## config.mk

```make
export PLATFORM = sky130hd
export DESIGN_NAME = sipo_stream_buf_flat
export DESIGN_NICKNAME = d
export VERILOG_FILES = /design/src/rtl/sipo_stream_buf_if.sv /design/src/rtl/sipo_stream_buf.sv /design/src/flat_wrapper.sv
export SDC_FILE = /design/constraint.sdc
export NUM_CORES = 1
export LEC_CHECK = 0
export BUFFER_PORTS_ARGS = -buffer_cell sky130_fd_sc_hd__clkbuf_2
export CAP_MARGIN = 30
export CORE_UTILIZATION = 50
export CTS_BUF_LIST = sky130_fd_sc_hd__clkbuf_2
export DETAILED_ROUTE_END_ITERATION = 6
export PLACE_DENSITY = 0.81
export SLEW_MARGIN = 30
export SYNTH_ARGS = -nofsm -noshare
export SYNTH_HDL_FRONTEND = slang
export SYNTH_SLANG_ARGS = --single-unit
```

## constraint.sdc

```tcl
create_clock -name clk -period 7.6 [get_ports clk]
set_clock_uncertainty 0.05 [all_clocks]
set_input_delay 1.14 -clock clk [delete_from_list [all_inputs] [get_ports clk]]
set_output_delay 1.14 -clock clk [all_outputs]
set_load 0.05 [all_outputs]
```

## src/rtl/sipo_stream_buf_if.sv

```systemverilog
// sipo_stream_buf_if: write-side and frame-side signals of the SIPO frame
// assembler, bundled so the bus master and the assembler share one port.
interface sipo_stream_buf_if #(
  parameter int R_DATA_WIDTH = 32,
  parameter int N_REG        = 8,
  parameter int N_REG_BITS   = $clog2(N_REG)
);
  logic                          clr;
  logic                          mode;
  logic                          load;
  logic [N_REG_BITS-1:0]         addr;
  logic [R_DATA_WIDTH-1:0]       din;
  logic                          in_ready;
  logic [R_DATA_WIDTH*N_REG-1:0] dout;
  logic                          dout_valid;
  logic                          dout_ack;
  logic [N_REG_BITS:0]           wr_cnt;
  logic                          err_ovr;
  logic                          err_addr;

  // Producer/consumer side: drives words, flush and frame acknowledge.
  modport master (
    output clr, mode, load, addr, din, dout_ack,
    input  in_ready, dout, dout_valid, wr_cnt, err_ovr, err_addr
  );

  // Assembler side.
  modport slave (
    input  clr, mode, load, addr, din, dout_ack,
    output in_ready, dout, dout_valid, wr_cnt, err_ovr, err_addr
  );
endinterface

```

## src/rtl/sipo_stream_buf.sv

```systemverilog
// sipo_stream_buf: collects N_REG words into one wide frame with auto-increment
// or addressed fill, completion tracking, valid/ack backpressure and sticky
// error flags. Optional build macro SIPO_STREAM_DBUF_EN adds a separate fill
// register so a new frame can be collected while the previous one is held.
module sipo_stream_buf #(
  parameter int R_DATA_WIDTH = 32,
  parameter int N_REG        = 8,
  parameter int N_REG_BITS   = $clog2(N_REG)
) (
  input  logic             clk,
  input  logic             rst,
  sipo_stream_buf_if.slave bus
);
  localparam int                   CW       = N_REG_BITS + 1;
  localparam logic [CW-1:0]        CNT_FULL = CW'(N_REG);
  localparam logic [N_REG_BITS-1:0] PTR_LAST = N_REG_BITS'(N_REG - 1);

  typedef enum logic {FILL = 1'b0, FULL = 1'b1} state_t;
  typedef logic [N_REG-1:0][R_DATA_WIDTH-1:0] frame_t;

  state_t                state_q, state_d;
  logic [N_REG_BITS-1:0] ptr_q, ptr_d;
  logic [N_REG-1:0]      mask_q, mask_d;
  logic [CW-1:0]         wr_cnt_q, wr_cnt_d;
  logic                  mode_q, mode_d;
  frame_t                dout_q, dout_d;
  logic                  dout_valid_q, dout_valid_d;
  logic                  err_ovr_q, err_ovr_d;
  logic                  err_addr_q, err_addr_d;
`ifdef SIPO_STREAM_DBUF_EN
  frame_t                fill_q, fill_d;
`endif

  logic                          in_ready;
  logic                          accept;
  logic                          frame_mode;
  logic                          addr_bad;
  logic [N_REG_BITS-1:0]         wr_idx;
  logic [(1<<N_REG_BITS)-1:0]    mask_ext;
  logic [CW-1:0]                 cnt_after;

  // Decode the incoming word: effective frame mode, target index, new count.
  always_comb begin
    in_ready   = (state_q == FILL);
    accept     = bus.load & in_ready;
    // Mode is only sampled while the frame is still empty.
    frame_mode = (wr_cnt_q == '0) ? bus.mode : mode_q;
    addr_bad   = frame_mode & ({1'b0, bus.addr} >= CNT_FULL);
    wr_idx     = frame_mode ? bus.addr : ptr_q;
    mask_ext   = '0;
    mask_ext[N_REG-1:0] = mask_q;
    // Addressed rewrites of an already-filled slot do not count again.
    if (frame_mode)
      cnt_after = wr_cnt_q + {{(CW-1){1'b0}}, ~mask_ext[wr_idx]};
    else
      cnt_after = wr_cnt_q + CW'(1);
  end

  // Next-state logic for fill tracking, frame hand-off and error flags.
  always_comb begin
    state_d      = state_q;
    ptr_d        = ptr_q;
    mask_d       = mask_q;
    wr_cnt_d     = wr_cnt_q;
    mode_d       = mode_q;
    dout_d       = dout_q;
    dout_valid_d = dout_valid_q;
    err_ovr_d    = err_ovr_q;
    err_addr_d   = err_addr_q;
`ifdef SIPO_STREAM_DBUF_EN
    fill_d       = fill_q;
`endif
    if (bus.clr) begin
      // Flush the frame in progress; the presented frame stays put.
      state_d    = FILL;
      ptr_d      = '0;
      mask_d     = '0;
      wr_cnt_d   = '0;
      mode_d     = 1'b0;
      err_ovr_d  = 1'b0;
      err_addr_d = 1'b0;
    end else begin
      if (bus.load && !in_ready)
        err_ovr_d = 1'b1;
      if (accept) begin
        mode_d = frame_mode;
        if (addr_bad) begin
          err_addr_d = 1'b1;
        end else begin
`ifdef SIPO_STREAM_DBUF_EN
          fill_d[wr_idx] = bus.din;
`else
          dout_d[wr_idx] = bus.din;
`endif
          if (frame_mode)
            mask_d[wr_idx] = 1'b1;
          else if (ptr_q != PTR_LAST)
            ptr_d = ptr_q + N_REG_BITS'(1);
          wr_cnt_d = cnt_after;
          if (cnt_after == CNT_FULL) begin
            state_d = FULL;
`ifndef SIPO_STREAM_DBUF_EN
            dout_valid_d = 1'b1;
`endif
          end
        end
      end
`ifdef SIPO_STREAM_DBUF_EN
      // Move a completed fill into the output once the output slot is free.
      if (state_q == FULL && (!dout_valid_q || bus.dout_ack)) begin
        dout_d       = fill_q;
        dout_valid_d = 1'b1;
        state_d      = FILL;
        ptr_d        = '0;
        mask_d       = '0;
        wr_cnt_d     = '0;
      end else if (bus.dout_ack) begin
        dout_valid_d = 1'b0;
      end
`else
      // Consumer took the frame: reopen for the next one.
      if (state_q == FULL && bus.dout_ack) begin
        state_d      = FILL;
        ptr_d        = '0;
        mask_d       = '0;
        wr_cnt_d     = '0;
        dout_valid_d = 1'b0;
      end
`endif
    end
  end

  // State register with synchronous reset.
  always_ff @(posedge clk) begin
    if (rst) begin
      state_q      <= FILL;
      ptr_q        <= '0;
      mask_q       <= '0;
      wr_cnt_q     <= '0;
      mode_q       <= 1'b0;
      dout_q       <= '0;
      dout_valid_q <= 1'b0;
      err_ovr_q    <= 1'b0;
      err_addr_q   <= 1'b0;
`ifdef SIPO_STREAM_DBUF_EN
      fill_q       <= '0;
`endif
    end else begin
      state_q      <= state_d;
      ptr_q        <= ptr_d;
      mask_q       <= mask_d;
      wr_cnt_q     <= wr_cnt_d;
      mode_q       <= mode_d;
      dout_q       <= dout_d;
      dout_valid_q <= dout_valid_d;
      err_ovr_q    <= err_ovr_d;
      err_addr_q   <= err_addr_d;
`ifdef SIPO_STREAM_DBUF_EN
      fill_q       <= fill_d;
`endif
    end
  end

  assign bus.in_ready   = in_ready;
  assign bus.dout       = dout_q;
  assign bus.dout_valid = dout_valid_q;
  assign bus.wr_cnt     = wr_cnt_q;
  assign bus.err_ovr    = err_ovr_q;
  assign bus.err_addr   = err_addr_q;
endmodule

```

## src/flat_wrapper.sv

```systemverilog
// flat-port wrapper written by rule: the top's interface ports become plain ports
module sipo_stream_buf_flat 
#(
  parameter int R_DATA_WIDTH = 32,
  parameter int N_REG        = 8,
  parameter int N_REG_BITS   = $clog2(N_REG)
)
  (clk, rst, bus_clr, bus_mode, bus_load, bus_addr, bus_din, bus_dout_ack, bus_in_ready, bus_dout, bus_dout_valid, bus_wr_cnt, bus_err_ovr, bus_err_addr);
  sipo_stream_buf_if #(.R_DATA_WIDTH(R_DATA_WIDTH), .N_REG(N_REG), .N_REG_BITS(N_REG_BITS)) bus_i ();
  input  logic clk;
  input  logic rst;
  input wire logic [$bits(bus_i.clr)-1:0] bus_clr;
  input wire logic [$bits(bus_i.mode)-1:0] bus_mode;
  input wire logic [$bits(bus_i.load)-1:0] bus_load;
  input wire logic [$bits(bus_i.addr)-1:0] bus_addr;
  input wire logic [$bits(bus_i.din)-1:0] bus_din;
  input wire logic [$bits(bus_i.dout_ack)-1:0] bus_dout_ack;
  output wire logic [$bits(bus_i.in_ready)-1:0] bus_in_ready;
  output wire logic [$bits(bus_i.dout)-1:0] bus_dout;
  output wire logic [$bits(bus_i.dout_valid)-1:0] bus_dout_valid;
  output wire logic [$bits(bus_i.wr_cnt)-1:0] bus_wr_cnt;
  output wire logic [$bits(bus_i.err_ovr)-1:0] bus_err_ovr;
  output wire logic [$bits(bus_i.err_addr)-1:0] bus_err_addr;
  assign bus_i.clr = bus_clr;
  assign bus_i.mode = bus_mode;
  assign bus_i.load = bus_load;
  assign bus_i.addr = bus_addr;
  assign bus_i.din = bus_din;
  assign bus_i.dout_ack = bus_dout_ack;
  assign bus_in_ready = bus_i.in_ready;
  assign bus_dout = bus_i.dout;
  assign bus_dout_valid = bus_i.dout_valid;
  assign bus_wr_cnt = bus_i.wr_cnt;
  assign bus_err_ovr = bus_i.err_ovr;
  assign bus_err_addr = bus_i.err_addr;
  sipo_stream_buf #(.R_DATA_WIDTH(R_DATA_WIDTH), .N_REG(N_REG), .N_REG_BITS(N_REG_BITS)) u_core (.clk(clk), .rst(rst), .bus(bus_i));
endmodule
```

-- Word-level counts from Yosys, hierarchy flattened
Cells that the tools add are included.
- bits in registers: 275
- latch bits: 0
- bits in writable memories: 0
- memory bits (read-only): 0
- output and inout port bits: 264
- memories kept: 0
- add/sub/neg operators: 3
- multipliers: 0
- divide/modulo/power cells: 0
- $lt $le $gt $ge: 2
- equal/unequal tests: 2
- shifts and indexed selects: 0
- mux-type cells: 13
- bitwise gates (word level): 6
- reductions and logical operators: 13
- operators by type and width (cell ; number):
    256-bit bitwise mux ; 1
    32-bit demux with 3-bit select ; 1
    32-bit 2-to-1 mux ; 1
    8-bit OR ; 1
    1-bit 2-to-1 mux ; 6
    2-bit AND reduction ; 3
    3-bit AND reduction ; 2
    4-bit by 1-bit adder with 4-bit output ; 1
    4-bit by 1-bit adder with 4-bit output, second input constant ; 1
    4-bit == test, second input constant ; 1
    4-bit logical NOT ; 1
    3-bit by 4-bit < comparator with 1-bit output, second input constant ; 1
    4-bit 2-to-1 mux ; 1
    1-bit inverter ; 4
    2-bit nonzero test ; 2
    3-bit by 1-bit adder with 3-bit output, second input constant ; 1
    1-bit binary-select mux with 3-bit select ; 1
    1-bit demux with 3-bit select ; 1
    3-bit by 1-bit >= comparator with 1-bit output, second input constant ; 1
    1-bit logical AND ; 3
    3-bit 2-to-1 mux ; 1
    3-bit != test, second input constant ; 1
    3-bit OR reduction ; 1
    2-bit OR reduction ; 1
    1-bit AND ; 1

-- Logic depth before layout (Yosys ltp)
- depth after elaboration: 12
- gate-level depth with buffers: 15

-- Least setup slack after synthesis
Ideal clock, no wire load.
- path kind: input-to-reg
- start point: in bus_mode
- end point: reg u_core.dout_valid_q (netlist: u_core.bus.dout_valid)
- setup time: 59 ps
- arrival: 3496 ps
- setup slack: 3995 ps
- cell stages on the path: 12
- buffers on the path: 1
- cells stage by stage: mux2i_1 buf_6 mux2i_4 o221ai_1 a221o_1 ha_1 ha_1 nor2_1 o21ai_0 a2111o_1 nor2_1 o21a_1
- cells in the longest elaborated chain, start to end: 10
- ends and longest elaborated chain (item ; line ; source):
    start: declaration ; flat_wrapper.sv:13 ; input wire logic [$bits(bus_i.mode)-1:0] bus_mode;
    1-bit 2-to-1 mux (*) ; sipo_stream_buf.sv:47 ; frame_mode = (wr_cnt_q == '0) ? bus.mode : mode_q;
    3-bit 2-to-1 mux ; sipo_stream_buf.sv:49 ; wr_idx = frame_mode ? bus.addr : ptr_q;
    1-bit binary-select mux with 3-bit select ; sipo_stream_buf.sv:54 ; cnt_after = wr_cnt_q + {{(CW-1){1'b0}}, ~mask_ext[wr_idx]};
    1-bit 2-to-1 mux (implied by the code) ; sipo_stream_buf.sv:54 ;
    1-bit inverter ; sipo_stream_buf.sv:54 ;
    4-bit by 1-bit adder with 4-bit output ; sipo_stream_buf.sv:54 ;
    4-bit 2-to-1 mux (*) ; sipo_stream_buf.sv:53 ; if (frame_mode)
    4-bit == test (*) ; sipo_stream_buf.sv:100 ; if (cnt_after == CNT_FULL) begin
    2-bit nonzero test (no source line) (*) ; -- ;
    3-bit AND reduction (no source line) (*) ; -- ;
    end signal: assignment ; sipo_stream_buf.sv:155 ; dout_valid_q <= dout_valid_d;
    end: declaration ; sipo_stream_buf.sv:27 ; logic dout_valid_q, dout_valid_d;
Every way passes the cells marked *; elsewhere a longest branch is shown, timed or not. The select of a mux whose other input is x is not followed.
A chain may end at the register's enable or synchronous reset.

-- Final worst setup path
- start point: reg u_core.wr_cnt_q[3] (netlist: u_core.bus.wr_cnt[3])
- end point: reg u_core.dout_valid_q (netlist: u_core.bus.dout_valid)
- cells in the longest elaborated chain, start to end: 11
- elaborated cells between the ends (all ways): 12
- classes of those cells: add/sub (2); eq/ne (1); mux (5); bitwise (1); reduce/logical (3)
- ends and longest elaborated chain (item ; line ; source):
    start: declaration ; sipo_stream_buf.sv:24 ; logic [CW-1:0] wr_cnt_q, wr_cnt_d;
    start signal: assignment ; sipo_stream_buf.sv:152 ; wr_cnt_q <= wr_cnt_d;
    4-bit logical NOT ; sipo_stream_buf.sv:47 ;
    1-bit 2-to-1 mux ; sipo_stream_buf.sv:47 ;
    3-bit 2-to-1 mux ; sipo_stream_buf.sv:49 ;
    1-bit binary-select mux with 3-bit select ; sipo_stream_buf.sv:54 ;
    1-bit 2-to-1 mux (implied by the code) ; sipo_stream_buf.sv:54 ;
    1-bit inverter ; sipo_stream_buf.sv:54 ;
    4-bit by 1-bit adder with 4-bit output ; sipo_stream_buf.sv:54 ;
    4-bit 2-to-1 mux (*) ; sipo_stream_buf.sv:53 ;
    4-bit == test (*) ; sipo_stream_buf.sv:100 ;
    2-bit nonzero test (no source line) (*) ; -- ;
    3-bit AND reduction (no source line) (*) ; -- ;
Marked as above.

==> flow_summary_export.csv <==
group,metric,value,unit
status,run_status,"finished clean",
cts,cts.sink_count,275,
grt,use_met1,33.1,%
setup_path,crit_required,8230,ps
setup_path,arrival,4230,ps
timing,finalSetupViolCount,0,
timing,setup_tns,0,ps
die,initial_core_util,51.6,%
timing,period_share,47.3,%
grt,grt_pass1_vias,8070,
cts,cts.reportedPaths.clkPinSlew,100,ps
die,dieWidth,145,µm
detailed_routing,wl_per_cell,16.7,µm
layout,syn_to_final_growth,19.6,%
layout,drive_gt1_share,29.6,%
cts,htree_levels,3,
grt,grt_antenna_before_repair,1,
logic_synthesis,synth_ff_type,"dfxtp_1",
cts,hold_buffers,0,
cts,cts.repair.resized,0,
timing,whs,407,ps
logic_synthesis,synth_area_leaders,"dfxtp_1, mux2i_1, nand2_1, a21oi_1, nor2_1",
placement,io_buffers,303,
grt,grt_max_degree,140,
logic_synthesis,synth.area.mux_share,13.7,%
die,ios,305,
logic_synthesis,syn_area_per_cell,8.97,µm²
run,cap_violations,0,
grt,use_met3,7.40,%
layout,final_nets,1454,
timing,final_max_slew_viol_count,0,
die,core,19700,µm²
timing,fmax,278,MHz
cts,cts_tree,"done",
timing,tightest_slew,901,ps
placement,place.gp.congestion,0.880,
timing,hold_viol_final,0,
cts,clk_latency,780,ps
placement,place_area,11500,µm²
power_and_ir_drop,p_leak,5.08,nW
grt,grt_use_total,26.7,%
logic_synthesis,synth_adder_area_share,0.492,%
logic_synthesis,ys_seq_area_share,54.1,%
cts,cts_setup_buffers,0,
logic_synthesis,syn_inst,1134,
detailed_routing,drt-vias-per-instance,5.09,
setup_path,cp-end-kind,"register",
logic_synthesis,synth_top_area_share,54.1,%
timing,rsz0062_at_grt,"no",
timing,finalCriticalPeriod,3600,ps
timing,max_slew_margin,39.9,%
die,num_rows,51,
grt,met2_usage,43.8,%
setup_path,startpoint_type,"register",
layout,multiInputGateArea,4090,µm²
setup_path,cp_max_fo,13,
logic_synthesis,syn_nets,1179,
detailed_routing,drt-total-wl,28.8,mm
logic_synthesis,ys_ff_latch,275,
layout,n_fill_cell,1711,
cts,cts-root-buf,"clkbuf_2",
detailed_routing,drcViolationCount,0,
setup_path,crit_type,"register to register",
grt,overflow,0,
die,die_h,145,µm
die,die-area,20900,µm²
logic_synthesis,synth_top_family_by_area,"simple AND/OR/NAND/NOR gates",
logic_synthesis,synth_area_leader_cell,"dfxtp_1",
logic_synthesis,synth_edf_count,0,
grt,busiest_layer,"met2",
logic_synthesis,synth_simple_gate_area_share,17.4,%
worst_hold_path,hp-class,"register to register",
logic_synthesis,synth_cell_type_count,37,
detailed_routing,ant_nets,0,
grt,grt_pass1_wl,42.7,mm
placement,hpwl,18.8,mm
logic_synthesis,synth_xor_area_share,0.258,%
logic_synthesis,synthesis.area,10200,µm²
power_and_ir_drop,p_per_area,221,nW/µm²
cts,numCtsBuffers,69,
layout,regArea,5510,µm²
cts,cts_buffer_depth,3,
logic_synthesis,ys.warnings.count,0,
power_and_ir_drop,ir_drop,134,µV
logic_synthesis,ys_async_sr_fraction,0,%
detailed_routing,drt_iter0_drc,491,
detailed_routing,firstDrtPassIters,5,
logic_synthesis,synth_compound_area_share,8.10,%
detailed_routing,vias,8755,
layout,fin_area,12200,µm²
[through the flow]
| step | power (mW) | std cells | utilization (%) | setup slack (ps) |
|---|---|---|---|---|
| 2_1_floorplan | 1.67 | 1134 | - | 3990 |
| 3_3_place_gp | 1.72 | 1603 | 58.5 | 3540 |
| 3_5_place_dp | 1.72 | 1603 | 58.6 | 3430 |
| 4_1_cts | 2.71 | 1720 | 61.7 | 3800 |
| 5_1_grt | 2.81 | 1721 | 61.7 | 3730 |
| 6_report | 2.68 | 1721 | 61.7 | 4000 |
[flip-flops by register name, summed over array words and instances, names as in the netlist]
signal,flops
u_core.bus.dout,256
u_core.bus.wr_cnt,4
u_core.bus.err_ovr,1
u_core.mode_q,1
u_core.state_q,1
u_core.mask_ext,8
u_core.bus.dout_valid,1
u_core.ptr_q,3
[kinds of logic after synthesis]
logic type	count (synthesis)
XOR/XNOR	3
flip-flops	275
AND/OR/NAND/NOR	444
buffers and inverters	114
multiplexers	137
AO/OA/AOI/OAI	156
adder cells (fa/ha/maj)	4
other	1
[synth_stat cells, types with 13 or more instances]
cell type    n
a21oi_1    141
dfxtp_1    275
nor2_1     150
buf_2       50
buf_6       13
clkbuf_1    43
nand2_1    268
mux2i_1    133
[power breakdown]
part / total (mW) / internal [mW] / switching, mW / leakage, nW
logic: 0.222 / 0.0502 / 0.172 / 2.38
registers: 1.47 / 1.46 / 0.0111 / 2.22
clock network: 0.992 / 0.423 / 0.569 / 0.478
[layout make-up]
cell class / count / share of cell area (%)
well taps: 265 / 2.72
diodes: 1 / 0.0206
repair buffers: 314 / 13.2
clock inverters: 14 / 0.863
multi-input cells: 745 / 33.6
inverters: 4 / 0.123
flip-flops and latches: 275 / 45.2
clock buffers: 103 / 4.24
[worst max-delay path: stages, from the launching register on]
cell      delay (ps)
dfxtp_1          400
nor4_4           370
mux2i_1          220
buf_4            240
mux2i_2          610
a221o_1          250
ha_1             210
ha_1             210
nand2_1           80
nor2_1           110
nand3_1           90
a2111o_1         450
nor2_1            90
o21a_1           110
[layer usage]
layer,share of wire (%),wire length (µm)
met5,0,0
met4,2.3,670
met3,8.6,2480
met2,48,13700
met1,41,11900
[cell usage in the layout, fill, tap and decap left out, types with 3 or more instances in the layout]
master	n
nand2_1	268
buf_4	10
a31oi_1	4
clkinv_1	11
ha_1	4
clkbuf_2	405
nor3_1	3
a21oi_1	141
nor3b_1	3
nor2_1	150
dfxtp_1	275
and3_1	3
nand3_1	3
inv_1	4
mux2i_2	4
mux2i_1	132
nand2b_1	4
[path summary, 6_finish.rpt]
kind,slack (ps),from,to,cells past startpoint
max,4000,u_core.bus.wr_cnt[3]$_SDFFE_PP0P_,u_core.bus.dout_valid$_SDFFE_PP0P_,13
min,410,u_core.bus.dout[134]$_SDFFE_PP0P_,u_core.bus.dout[134]$_SDFFE_PP0P_,2
max reg2reg,4000,u_core.bus.wr_cnt[3]$_SDFFE_PP0P_,u_core.bus.dout_valid$_SDFFE_PP0P_,13
min reg2reg,410,u_core.bus.dout[134]$_SDFFE_PP0P_,u_core.bus.dout[134]$_SDFFE_PP0P_,2
Note: power is estimated with default switching activity, not from simulation.
